$ cat config.mk
export PLATFORM = sky130hd
export DESIGN_NAME = control_unit_module
export DESIGN_NICKNAME = d
export VERILOG_FILES = /design/src/rtl/control_pkg.sv /design/src/rtl/alu_decode_module.sv /design/src/rtl/control_unit_module.sv
export SDC_FILE = /design/constraint.sdc
export NUM_CORES = 1
export LEC_CHECK = 0
export CAP_MARGIN = 30
export CORE_UTILIZATION = 35
export CTS_CLUSTER_SIZE = 30
export DETAILED_ROUTE_END_ITERATION = 16
export HOLD_SLACK_MARGIN = 0.05
export PLACE_DENSITY = 0.77
export SETUP_SLACK_MARGIN = 0.15
export SYNTH_ARGS = -nofsm -noshare
export SYNTH_HDL_FRONTEND = slang
export SYNTH_SLANG_ARGS = --single-unit
$ cat constraint.sdc
create_clock -name clk -period 1.6 [get_ports clk]
set_input_delay 0.32 -clock clk [delete_from_list [all_inputs] [get_ports clk]]
set_output_delay 0.32 -clock clk [all_outputs]
set_load 0.01 [all_outputs]
$ cat src/rtl/control_pkg.sv
// Shared encodings for the multicycle RV32 control FSM: opcodes, datapath
// select codes, ALU operations and state constants.
package control_pkg;

   localparam int unsigned STATE_W  = 4;
   localparam int unsigned OPCODE_W = 7;

   localparam logic [OPCODE_W-1:0] OP_R      = 7'b0110011;
   localparam logic [OPCODE_W-1:0] OP_IMM    = 7'b0010011;
   localparam logic [OPCODE_W-1:0] OP_LOAD   = 7'b0000011;
   localparam logic [OPCODE_W-1:0] OP_STORE  = 7'b0100011;
   localparam logic [OPCODE_W-1:0] OP_BRANCH = 7'b1100011;
   localparam logic [OPCODE_W-1:0] OP_JAL    = 7'b1101111;
   localparam logic [OPCODE_W-1:0] OP_JALR   = 7'b1100111;
   localparam logic [OPCODE_W-1:0] OP_LUI    = 7'b0110111;
   localparam logic [OPCODE_W-1:0] OP_AUIPC  = 7'b0010111;

   localparam logic [2:0] IMM_I = 3'b000;
   localparam logic [2:0] IMM_S = 3'b001;
   localparam logic [2:0] IMM_B = 3'b010;
   localparam logic [2:0] IMM_U = 3'b011;
   localparam logic [2:0] IMM_J = 3'b100;

   localparam logic [1:0] OPSEL1_RS1    = 2'b00;
   localparam logic [1:0] OPSEL1_PC     = 2'b01;
   localparam logic [1:0] OPSEL1_OLD_PC = 2'b10;
   localparam logic [1:0] OPSEL1_ZERO   = 2'b11;

   localparam logic [1:0] OPSEL2_IMM    = 2'b00;
   localparam logic [1:0] OPSEL2_FOUR   = 2'b01;
   localparam logic [1:0] OPSEL2_RS2    = 2'b10;
   localparam logic [1:0] OPSEL2_ZERO   = 2'b11;

   localparam logic [2:0] ALU_ADD = 3'b000;
   localparam logic [2:0] ALU_SUB = 3'b001;
   localparam logic [2:0] ALU_AND = 3'b010;
   localparam logic [2:0] ALU_OR  = 3'b011;
   localparam logic [2:0] ALU_XOR = 3'b100;
   localparam logic [2:0] ALU_SLT = 3'b101;
   localparam logic [2:0] ALU_SLL = 3'b110;
   localparam logic [2:0] ALU_SRL = 3'b111;

   localparam logic [STATE_W-1:0] S_FETCH     = 4'd0;
   localparam logic [STATE_W-1:0] S_DECODE    = 4'd1;
   localparam logic [STATE_W-1:0] S_EXEC_R    = 4'd2;
   localparam logic [STATE_W-1:0] S_EXEC_I    = 4'd3;
   localparam logic [STATE_W-1:0] S_EXEC_U    = 4'd4;
   localparam logic [STATE_W-1:0] S_WB_ALU    = 4'd5;
   localparam logic [STATE_W-1:0] S_MEM_ADDR  = 4'd6;
   localparam logic [STATE_W-1:0] S_MEM_READ  = 4'd7;
   localparam logic [STATE_W-1:0] S_MEM_WRITE = 4'd8;
   localparam logic [STATE_W-1:0] S_BRANCH    = 4'd9;
   localparam logic [STATE_W-1:0] S_JALR_ADDR = 4'd10;
   localparam logic [STATE_W-1:0] S_LINK      = 4'd11;
   localparam logic [STATE_W-1:0] S_JUMP      = 4'd12;
   localparam logic [STATE_W-1:0] S_HALT      = 4'd13;

endpackage

$ cat src/rtl/alu_decode_module.sv
// Combinational instruction classifier: ALU operation for the execute step
// and whether the encoding belongs to the supported RV32I subset.
module alu_decode_module
   import control_pkg::*;
(
   input  logic [6:0] opcode_i,
   input  logic [2:0] funct3_i,
   input  logic [6:0] funct7_i,
   output logic [2:0] alu_sel_o,
   output logic       supported_o
);

   logic f7_zero;
   logic f7_alt;

   assign f7_zero = (funct7_i == 7'b0000000);
   assign f7_alt  = (funct7_i == 7'b0100000);

   always_comb begin
      alu_sel_o   = ALU_ADD;
      supported_o = 1'b0;
      case (opcode_i)
         OP_R, OP_IMM: begin
            supported_o = 1'b1;
            case (funct3_i)
               3'b000:  alu_sel_o = (opcode_i == OP_R && f7_alt) ? ALU_SUB : ALU_ADD;
               3'b001:  alu_sel_o = ALU_SLL;
               3'b010:  alu_sel_o = ALU_SLT;
               3'b100:  alu_sel_o = ALU_XOR;
               3'b101:  alu_sel_o = ALU_SRL;
               3'b110:  alu_sel_o = ALU_OR;
               3'b111:  alu_sel_o = ALU_AND;
               default: supported_o = 1'b0;
            endcase
            // funct7 only qualifies R-type ops and the immediate shifts
            if (opcode_i == OP_R) begin
               if (!(f7_zero || (f7_alt && funct3_i == 3'b000))) supported_o = 1'b0;
            end else if ((funct3_i == 3'b001 || funct3_i == 3'b101) && !f7_zero) begin
               supported_o = 1'b0;
            end
         end
         OP_LOAD, OP_STORE: supported_o = (funct3_i == 3'b010);
         OP_BRANCH: begin
            alu_sel_o   = ALU_SUB;
            supported_o = (funct3_i == 3'b000 || funct3_i == 3'b001);
         end
         OP_JALR:                  supported_o = (funct3_i == 3'b000);
         OP_JAL, OP_LUI, OP_AUIPC: supported_o = 1'b1;
         default:                  supported_o = 1'b0;
      endcase
   end

endmodule

$ cat src/rtl/control_unit_module.sv
// Multicycle control FSM for the RV32 core; drives every datapath enable,
// mux select, immediate format and ALU operation.
module control_unit_module
   import control_pkg::*;
#(
   parameter bit HALT_ON_ILLEGAL = 1'b1
)
(
   input  logic        clk,
   input  logic        reset,
   input  logic [31:0] ir,
   input  logic        zero,
   input  logic        mem_op_r,
   output logic        pc_enable,
   output logic        old_pc_enable,
   output logic        ir_reg_enable,
   output logic        alu_reg_enable,
   output logic        mem_enable,
   output logic        mem_write_enable,
   output logic        memsel_mux_select,
   output logic        regfile_mux_select,
   output logic        alu_reg_mux_select,
   output logic        rf_we,
   output logic [2:0]  imm_src,
   output logic [1:0]  opsel1_select,
   output logic [1:0]  opsel2_select,
   output logic [2:0]  alu_sel,
   output logic        illegal,
   output logic        halted
);

   logic [STATE_W-1:0]  state_q, state_d;
   logic                illegal_q, illegal_d;
   logic [OPCODE_W-1:0] opcode;
   logic [2:0]          dec_alu_sel;
   logic                dec_supported;
   logic                rd_nz;
   logic                unused_ir;

   assign opcode    = ir[6:0];
   assign rd_nz     = |ir[11:7];
   assign unused_ir = ^ir[24:15];

   alu_decode_module u_alu_decode (
      .opcode_i    (opcode),
      .funct3_i    (ir[14:12]),
      .funct7_i    (ir[31:25]),
      .alu_sel_o   (dec_alu_sel),
      .supported_o (dec_supported)
   );

   always_ff @(posedge clk) begin
      if (reset) begin
         state_q   <= S_FETCH;
         illegal_q <= 1'b0;
      end else begin
         state_q   <= state_d;
         illegal_q <= illegal_d;
      end
   end

   // Next state and datapath controls; everything is forced low during reset
   always_comb begin
      state_d            = state_q;
      illegal_d          = illegal_q;
      pc_enable          = 1'b0;
      old_pc_enable      = 1'b0;
      ir_reg_enable      = 1'b0;
      alu_reg_enable     = 1'b0;
      mem_enable         = 1'b0;
      mem_write_enable   = 1'b0;
      memsel_mux_select  = 1'b0;
      regfile_mux_select = 1'b0;
      alu_reg_mux_select = 1'b0;
      rf_we              = 1'b0;
      imm_src            = IMM_I;
      opsel1_select      = OPSEL1_RS1;
      opsel2_select      = OPSEL2_IMM;
      alu_sel            = ALU_ADD;
      if (!reset) begin
         case (state_q)
            S_FETCH: begin
               mem_enable = 1'b1;
               if (mem_op_r) begin
                  ir_reg_enable      = 1'b1;
                  old_pc_enable      = 1'b1;
                  opsel1_select      = OPSEL1_PC;
                  opsel2_select      = OPSEL2_FOUR;
                  alu_reg_mux_select = 1'b1;
                  pc_enable          = 1'b1;
                  state_d            = S_DECODE;
               end
            end
            S_DECODE: begin
               // speculative branch/jal target lands in alu_reg
               opsel1_select  = OPSEL1_OLD_PC;
               alu_reg_enable = 1'b1;
               imm_src        = (opcode == OP_JAL) ? IMM_J : IMM_B;
               if (!dec_supported) begin
                  illegal_d = 1'b1;
                  state_d   = HALT_ON_ILLEGAL ? S_HALT : S_FETCH;
               end else begin
                  case (opcode)
                     OP_R:              state_d = S_EXEC_R;
                     OP_IMM:            state_d = S_EXEC_I;
                     OP_LUI, OP_AUIPC:  state_d = S_EXEC_U;
                     OP_LOAD, OP_STORE: state_d = S_MEM_ADDR;
                     OP_BRANCH:         state_d = S_BRANCH;
                     OP_JAL:            state_d = S_LINK;
                     OP_JALR:           state_d = S_JALR_ADDR;
                     default:           state_d = S_FETCH;
                  endcase
               end
            end
            S_EXEC_R: begin
               opsel2_select  = OPSEL2_RS2;
               alu_sel        = dec_alu_sel;
               alu_reg_enable = 1'b1;
               state_d        = S_WB_ALU;
            end
            S_EXEC_I: begin
               alu_sel        = dec_alu_sel;
               alu_reg_enable = 1'b1;
               state_d        = S_WB_ALU;
            end
            S_EXEC_U: begin
               opsel1_select  = (opcode == OP_LUI) ? OPSEL1_ZERO : OPSEL1_OLD_PC;
               imm_src        = IMM_U;
               alu_reg_enable = 1'b1;
               state_d        = S_WB_ALU;
            end
            S_WB_ALU: begin
               rf_we              = rd_nz;
               regfile_mux_select = 1'b1;
               state_d            = S_FETCH;
            end
            S_MEM_ADDR: begin
               imm_src        = (opcode == OP_STORE) ? IMM_S : IMM_I;
               alu_reg_enable = 1'b1;
               state_d        = (opcode == OP_LOAD) ? S_MEM_READ : S_MEM_WRITE;
            end
            S_MEM_READ: begin
               mem_enable        = 1'b1;
               memsel_mux_select = 1'b1;
               if (mem_op_r) begin
                  rf_we   = rd_nz;
                  state_d = S_FETCH;
               end
            end
            S_MEM_WRITE: begin
               mem_enable        = 1'b1;
               mem_write_enable  = 1'b1;
               memsel_mux_select = 1'b1;
               state_d           = S_FETCH;
            end
            S_BRANCH: begin
               // compare only; alu_reg keeps the target computed in DECODE
               opsel2_select = OPSEL2_RS2;
               imm_src       = IMM_B;
               alu_sel       = ALU_SUB;
               pc_enable     = (ir[14:12] == 3'b000) ? zero : !zero;
               state_d       = S_FETCH;
            end
            S_JALR_ADDR: begin
               alu_reg_enable = 1'b1;
               state_d        = S_LINK;
            end
            S_LINK: begin
               opsel1_select      = OPSEL1_PC;
               opsel2_select      = OPSEL2_ZERO;
               alu_reg_mux_select = 1'b1;
               regfile_mux_select = 1'b1;
               rf_we              = rd_nz;
               state_d            = S_JUMP;
            end
            S_JUMP: begin
               pc_enable = 1'b1;
               state_d   = S_FETCH;
            end
            S_HALT:  state_d = S_HALT;
            default: state_d = S_FETCH;
         endcase
      end
   end

   assign illegal = illegal_q && !reset;
   assign halted  = (state_q == S_HALT) && !reset;

endmodule
==> results by group, run 1 <==
STA
  • Post-GRT worst EP: alu_sel[2]
  • Worst-path endpoint category: top-level output

Status
  • Stopped at: global routing
  • First Err: [ERROR GRT-0232] Routing congestion too high. Check the congestion heatmap in the GUI.
  • Run status: aborted with a tool error

Logic synthesis
  • Synth warn: 0
  • Synthesized instance count: 156
  • Synth Area in Compound Gates: 0.3607
  • Avg Cell Area, Syn: ~6.7 µm²
  • Synthesized Nets: around 190
  • Synthesized cell area: between 1000 and 1500 µm²
  • Post-Synth XOR/XNOR Area: 0.01667
  • Cell variety after synth: 55
  • Post-synthesis sequential element count: 5
  • Largest family of logic cells by synthesized area: simple AND/OR/NAND/NOR gates
  • Post-synthesis simple-gate area fraction: 0.4238
  • Top FF cell, synth: dfxtp_1
  • Post-synth EDFFs: 0
  • Synth Area in Adders: 0
  • Mux cell area share after synthesis: 0.009524
  • Async set or reset register ratio after synthesis: 0
  • Register area share after synthesis: 0.09524

Floorplanning
  • Ports: between 50 and 60
  • Starting density of the core: 0.3747
  • Die H: 56.80 µm
  • Die X-Extent: roughly 57 µm
  • Num rows: 19

Clock tree
  • CTS root buf: clkbuf_4
  • Clock Path Buffers: 2
  • # clock sinks: 5
  • Hold_buf cts: 0
  • Cts bufs inserted: 3
  • H-Tree Depth: 1

Global route
  • Tot GR Track Use: 0.7848
  • GRT overflow: 123
  • Initial antenna violation count: 1
  • Largest net degree at the start of global routing: 11

Placement
  • Placed wire-length estimate: about 3400 µm
  • I/O Buffers: 47
  • Placer Congestion: between 0.8 and 0.9
  • Placed insts: ~280
Yosys cell counts (4+ instances only):
master	count	area, µm²
a211oi_1	5	37.54
buf_2	7	35.03
a21oi_1	14	70.07
o21ai_0	6	30.03
nor2_1	18	67.56
clkbuf_1	4	15.01
nand2b_1	4	25.02
nor3_1	10	50.05
nand2_1	15	56.30
dfxtp_1	5	100.1
inv_1	7	26.28
nand3_1	4	20.02
layer usage:
layer,GRT overflow,track usage
met5,0,0
met1,3,0.7642
met4,54,1.000
met2,66,1.032
met3,0,0.4424
cell families after synthesis:
logic type      count (synthesis)
compound gates                 49
mux                             1
buf+inv                        21
flops                           5
simple gates                   78
xor+xnor                        2
stage by stage:
step	setup TNS, ns	util	area [µm²]	hold WS, ns	setup slack (ns)
after CTS	-3.193	0.8930	2505	0.5816	-0.2814
after global placement	-16.44	0.7244	2032	0.5754	-0.8522
after floorplan	-0.2011	-	1169	0.5702	-0.09973
after detailed placement	-17.33	0.7244	2032	0.5903	-0.9028
what timing repair did:
action	4_1_cts
pin swaps	44
resized for setup	247
buffers inserted	23
setup endpoints to repair	27
gates cloned	1
==> run 2, diff against run 1 <==
--- a/config.mk
+++ b/config.mk
@@ -6,12 +6,10 @@
 export NUM_CORES = 1
 export LEC_CHECK = 0
 export CAP_MARGIN = 30
-export CORE_UTILIZATION = 35
-export CTS_CLUSTER_SIZE = 30
+export CORE_AREA = 2 2 63 65
 export DETAILED_ROUTE_END_ITERATION = 16
-export HOLD_SLACK_MARGIN = 0.05
-export PLACE_DENSITY = 0.77
-export SETUP_SLACK_MARGIN = 0.15
+export DIE_AREA = 0 0 65 67
+export PLACE_DENSITY_LB_ADDON = 0.15
 export SYNTH_ARGS = -nofsm -noshare
 export SYNTH_HDL_FRONTEND = slang
 export SYNTH_SLANG_ARGS = --single-unit
==> constraint.sdc (replaced) <==
create_clock -name clk -period 2.1 [get_ports clk]
set_input_delay 0.42 -clock clk [delete_from_list [all_inputs] [get_ports clk]]
set_output_delay 0.42 -clock clk [all_outputs]
set_load 0.01 [all_outputs]
==> run 2 against run 1 <==
Against the previous run:
- the run now ends clean
- synthesized cell count unchanged
- synthesized area unchanged
==> results by group, run 2 <==
Power and ir drop
  • VDD IR-drop max: 384.3 µV
  • Leakage: 0.9938 nW
  • Power per Cell Area: between 400 and 500 nW/µm²
  • Tot Pwr: ~900 µW

Floorplanning
  • Core box area: between 3000 and 4000 µm²
  • Ports: between 50 and 60
  • Die area: 4355 µm²
  • Starting density of the core: 0.2915
  • Die H: 67 µm
  • Num rows: 22
  • Die X-Extent: about 65 µm

Global route
  • Tot GR Track Use: 0.2114
  • Global-route wire length before repair: around 7300 µm
  • Largest net degree at the start of global routing: 20
  • GRT overflow: 0
  • Initial antenna violation count: 0
  • Vias in the first global route: around 1600

Logic synthesis
  • Synth top area share: 0.09524
  • Top FF cell, synth: dfxtp_1
  • Synthesized cell area: around 1100 µm²
  • Synth warn: 0
  • Area contributors post-synth: dfxtp_1 (9.5%), a21oi_1 (6.7%), nor2_1 (6.4%), nand2_1 (5.4%), nor3_1 (4.8%)
  • Top-count cell post-synth: nor2_1
  • Register area share after synthesis: 0.09524
  • Most frequent cells after synthesis: nor2_1 (18), nand2_1 (15), a21oi_1 (14), nor3_1 (10)
  • Post-synthesis sequential element count: 5
  • Async set or reset register ratio after synthesis: 0
  • Dominant cell type by area after synthesis: dfxtp_1
  • Synthesized Nets: 192
  • Cell variety after synth: 55
  • Post-synth EDFFs: 0
  • Synthesized instance count: roughly 160
  • Avg Cell Area, Syn: ~6.7 µm²

Cells and area
  • Most common cell after layout, fill and taps aside: buf_4
  • Most frequent cells in the layout: buf_4 (56), nor2_1 (15), dlygate4sd2_1 (14)
  • Nets: roughly 300
  • Area grow syn2layout: 102.1%
  • Ant. Diodes: 0
  • Top flop regs: state_q (4), illegal_q (1)
  • Largest Register: state_q
  • # fillers: 347
  • Max reg flops: 4
  • Final core occ: 0.5892
  • Share of cells above drive strength 1: 0.4708

Clock tree
  • Clock Path Buffers: 2
  • Clock-pin slew on the worst setup and hold paths: approximately 0.030 ns
  • Cts bufs inserted: 3
  • Worst-Skew Late Latency: 0.22 ns
  • H-Tree Depth: 1
  • # clock sinks: 5
  • CTS tree: built
  • CTS root buf: clkbuf_8

Placement
  • I/O Buffers: 47
  • Placer Congestion: between 0.8 and 0.9
  • Placed wire-length estimate: 3272 µm

STA
  • Final setup viols: 0
  • Final setup TNS: 0 ns
  • F_max: about 480 MHz
  • Min cycle time layout: approximately 2.1 ns
  • Max-slew violations: 0
  • Final Hold Slack: around 0.6 ns
  • Slew headroom: 0.8303
  • Worst Tran Pin Value: approximately 0.25 ns
  • Final period utilization: 0.9912
  • Worst Skew: 0.001688 ns
  • Final Hold Fails: 0
  • RSZ-0062 raised after global routing: true

Drt
  • Wirelength, routed: ~4400 µm
  • Routed len/inst: 14.30 µm
  • Vias post-DR: ~1600
  • Drt drc: 0
  • Detail Route Antenna Nets: 0
  • Via/cell ratio: around 5.1
  • Initial DRC Count: 105
  • Drt pass-1 iters: 4

Setup path
  • CP required: around 1.7 ns
  • Flop2flop setup slack: slightly above 0.3 ns
  • CP Launch Type: input pin
  • CP arrival: 1.66 ns
  • CP max FO: 6
  • WS Path Type: input pin to output pin
  • Crit end category: output pin

Run
  • Max-cap violations: 0

Status
  • Run status: finished, final reports clean

Hold path
  • Hold WC Path Type: register to register
## run 2: kinds of logic (layout without fill, tap and decap cells)
| family | count (synthesis) | in the layout | share of synthesized area |
|---|---|---|---|
| flip-flops | 5 | 5 | 0.09524 |
| AO/OA/AOI/OAI | 49 | 49 | 0.3608 |
| buffers and inverters | 21 | 122 | 0.09404 |
| multiplexers | 1 | 1 | 0.009524 |
| AND/OR/NAND/NOR | 78 | 78 | 0.4238 |
| XOR/XNOR | 2 | 2 | 0.01667 |
## run 2: final timing paths
kind | from | endpoint | depth (start not counted)
max reg2reg | state_q[2] | state_q[2] | 8
min reg2reg | illegal_q | illegal_q | 2
max | ir[14] | alu_sel[0] | 7
min | illegal_q | illegal_q | 2
## run 2: final cells by class
cell class,count,area (µm²),area share
tap,48,60.06,0.02827
multi-input combinational,130,989.7,0.4658
sequential,5,103.9,0.04888
inverter,7,30.03,0.01413
clock buffer,4,45.04,0.02120
timing repair buffer,111,895.9,0.4217
## run 2: critical path, stage by stage
cell and delay, ns:
clkdlybuf4s50_1 0.49, buf_4 0.15, nor2_1 0.05, a31oi_1 0.15, o22ai_1 0.11, a21o_1 0.15
buf_2 0.13
## run 2: stage by stage
step | instances | worst slack, ns | instance area, µm²
5_1_grt | 305 | -0.06155 | 2125
4_1_cts | 304 | -0.06661 | 2077
6_report | 305 | 0.01856 | 2125
3_3_place_gp | 294 | -0.6338 | 1937
3_5_place_dp | 294 | -0.6735 | 1937
2_1_floorplan | 156 | 0.1118 | 1051
## run 2: metal layers
layer | vias up | share of wire | track usage
met5 | - | 0 | 0
met4 | 0 | 0.0064 | 0.06383
met3 | 2 | 0.063 | 0.01351
met2 | 50 | 0.48 | 0.3621
met1 | 712 | 0.46 | 0.2827
li1 | 792 | - | -
## run 2: power by group
part           internal [mW]  switching (mW)  leakage [nW]  total (mW)
clock                  0.130          0.0432        0.0228       0.173
sequential             0.112          0.0181        0.0423       0.131
combinational          0.304           0.291         0.929       0.595
## run 2: timing repair
action                                  CTS  global route
pin swaps                                18            12
gates resized for setup                  85            38
endpoints found under the setup margin   23            18
setup buffers                             6             1
hold buffers                              0             0
Power figures use the tool's default switching activity.
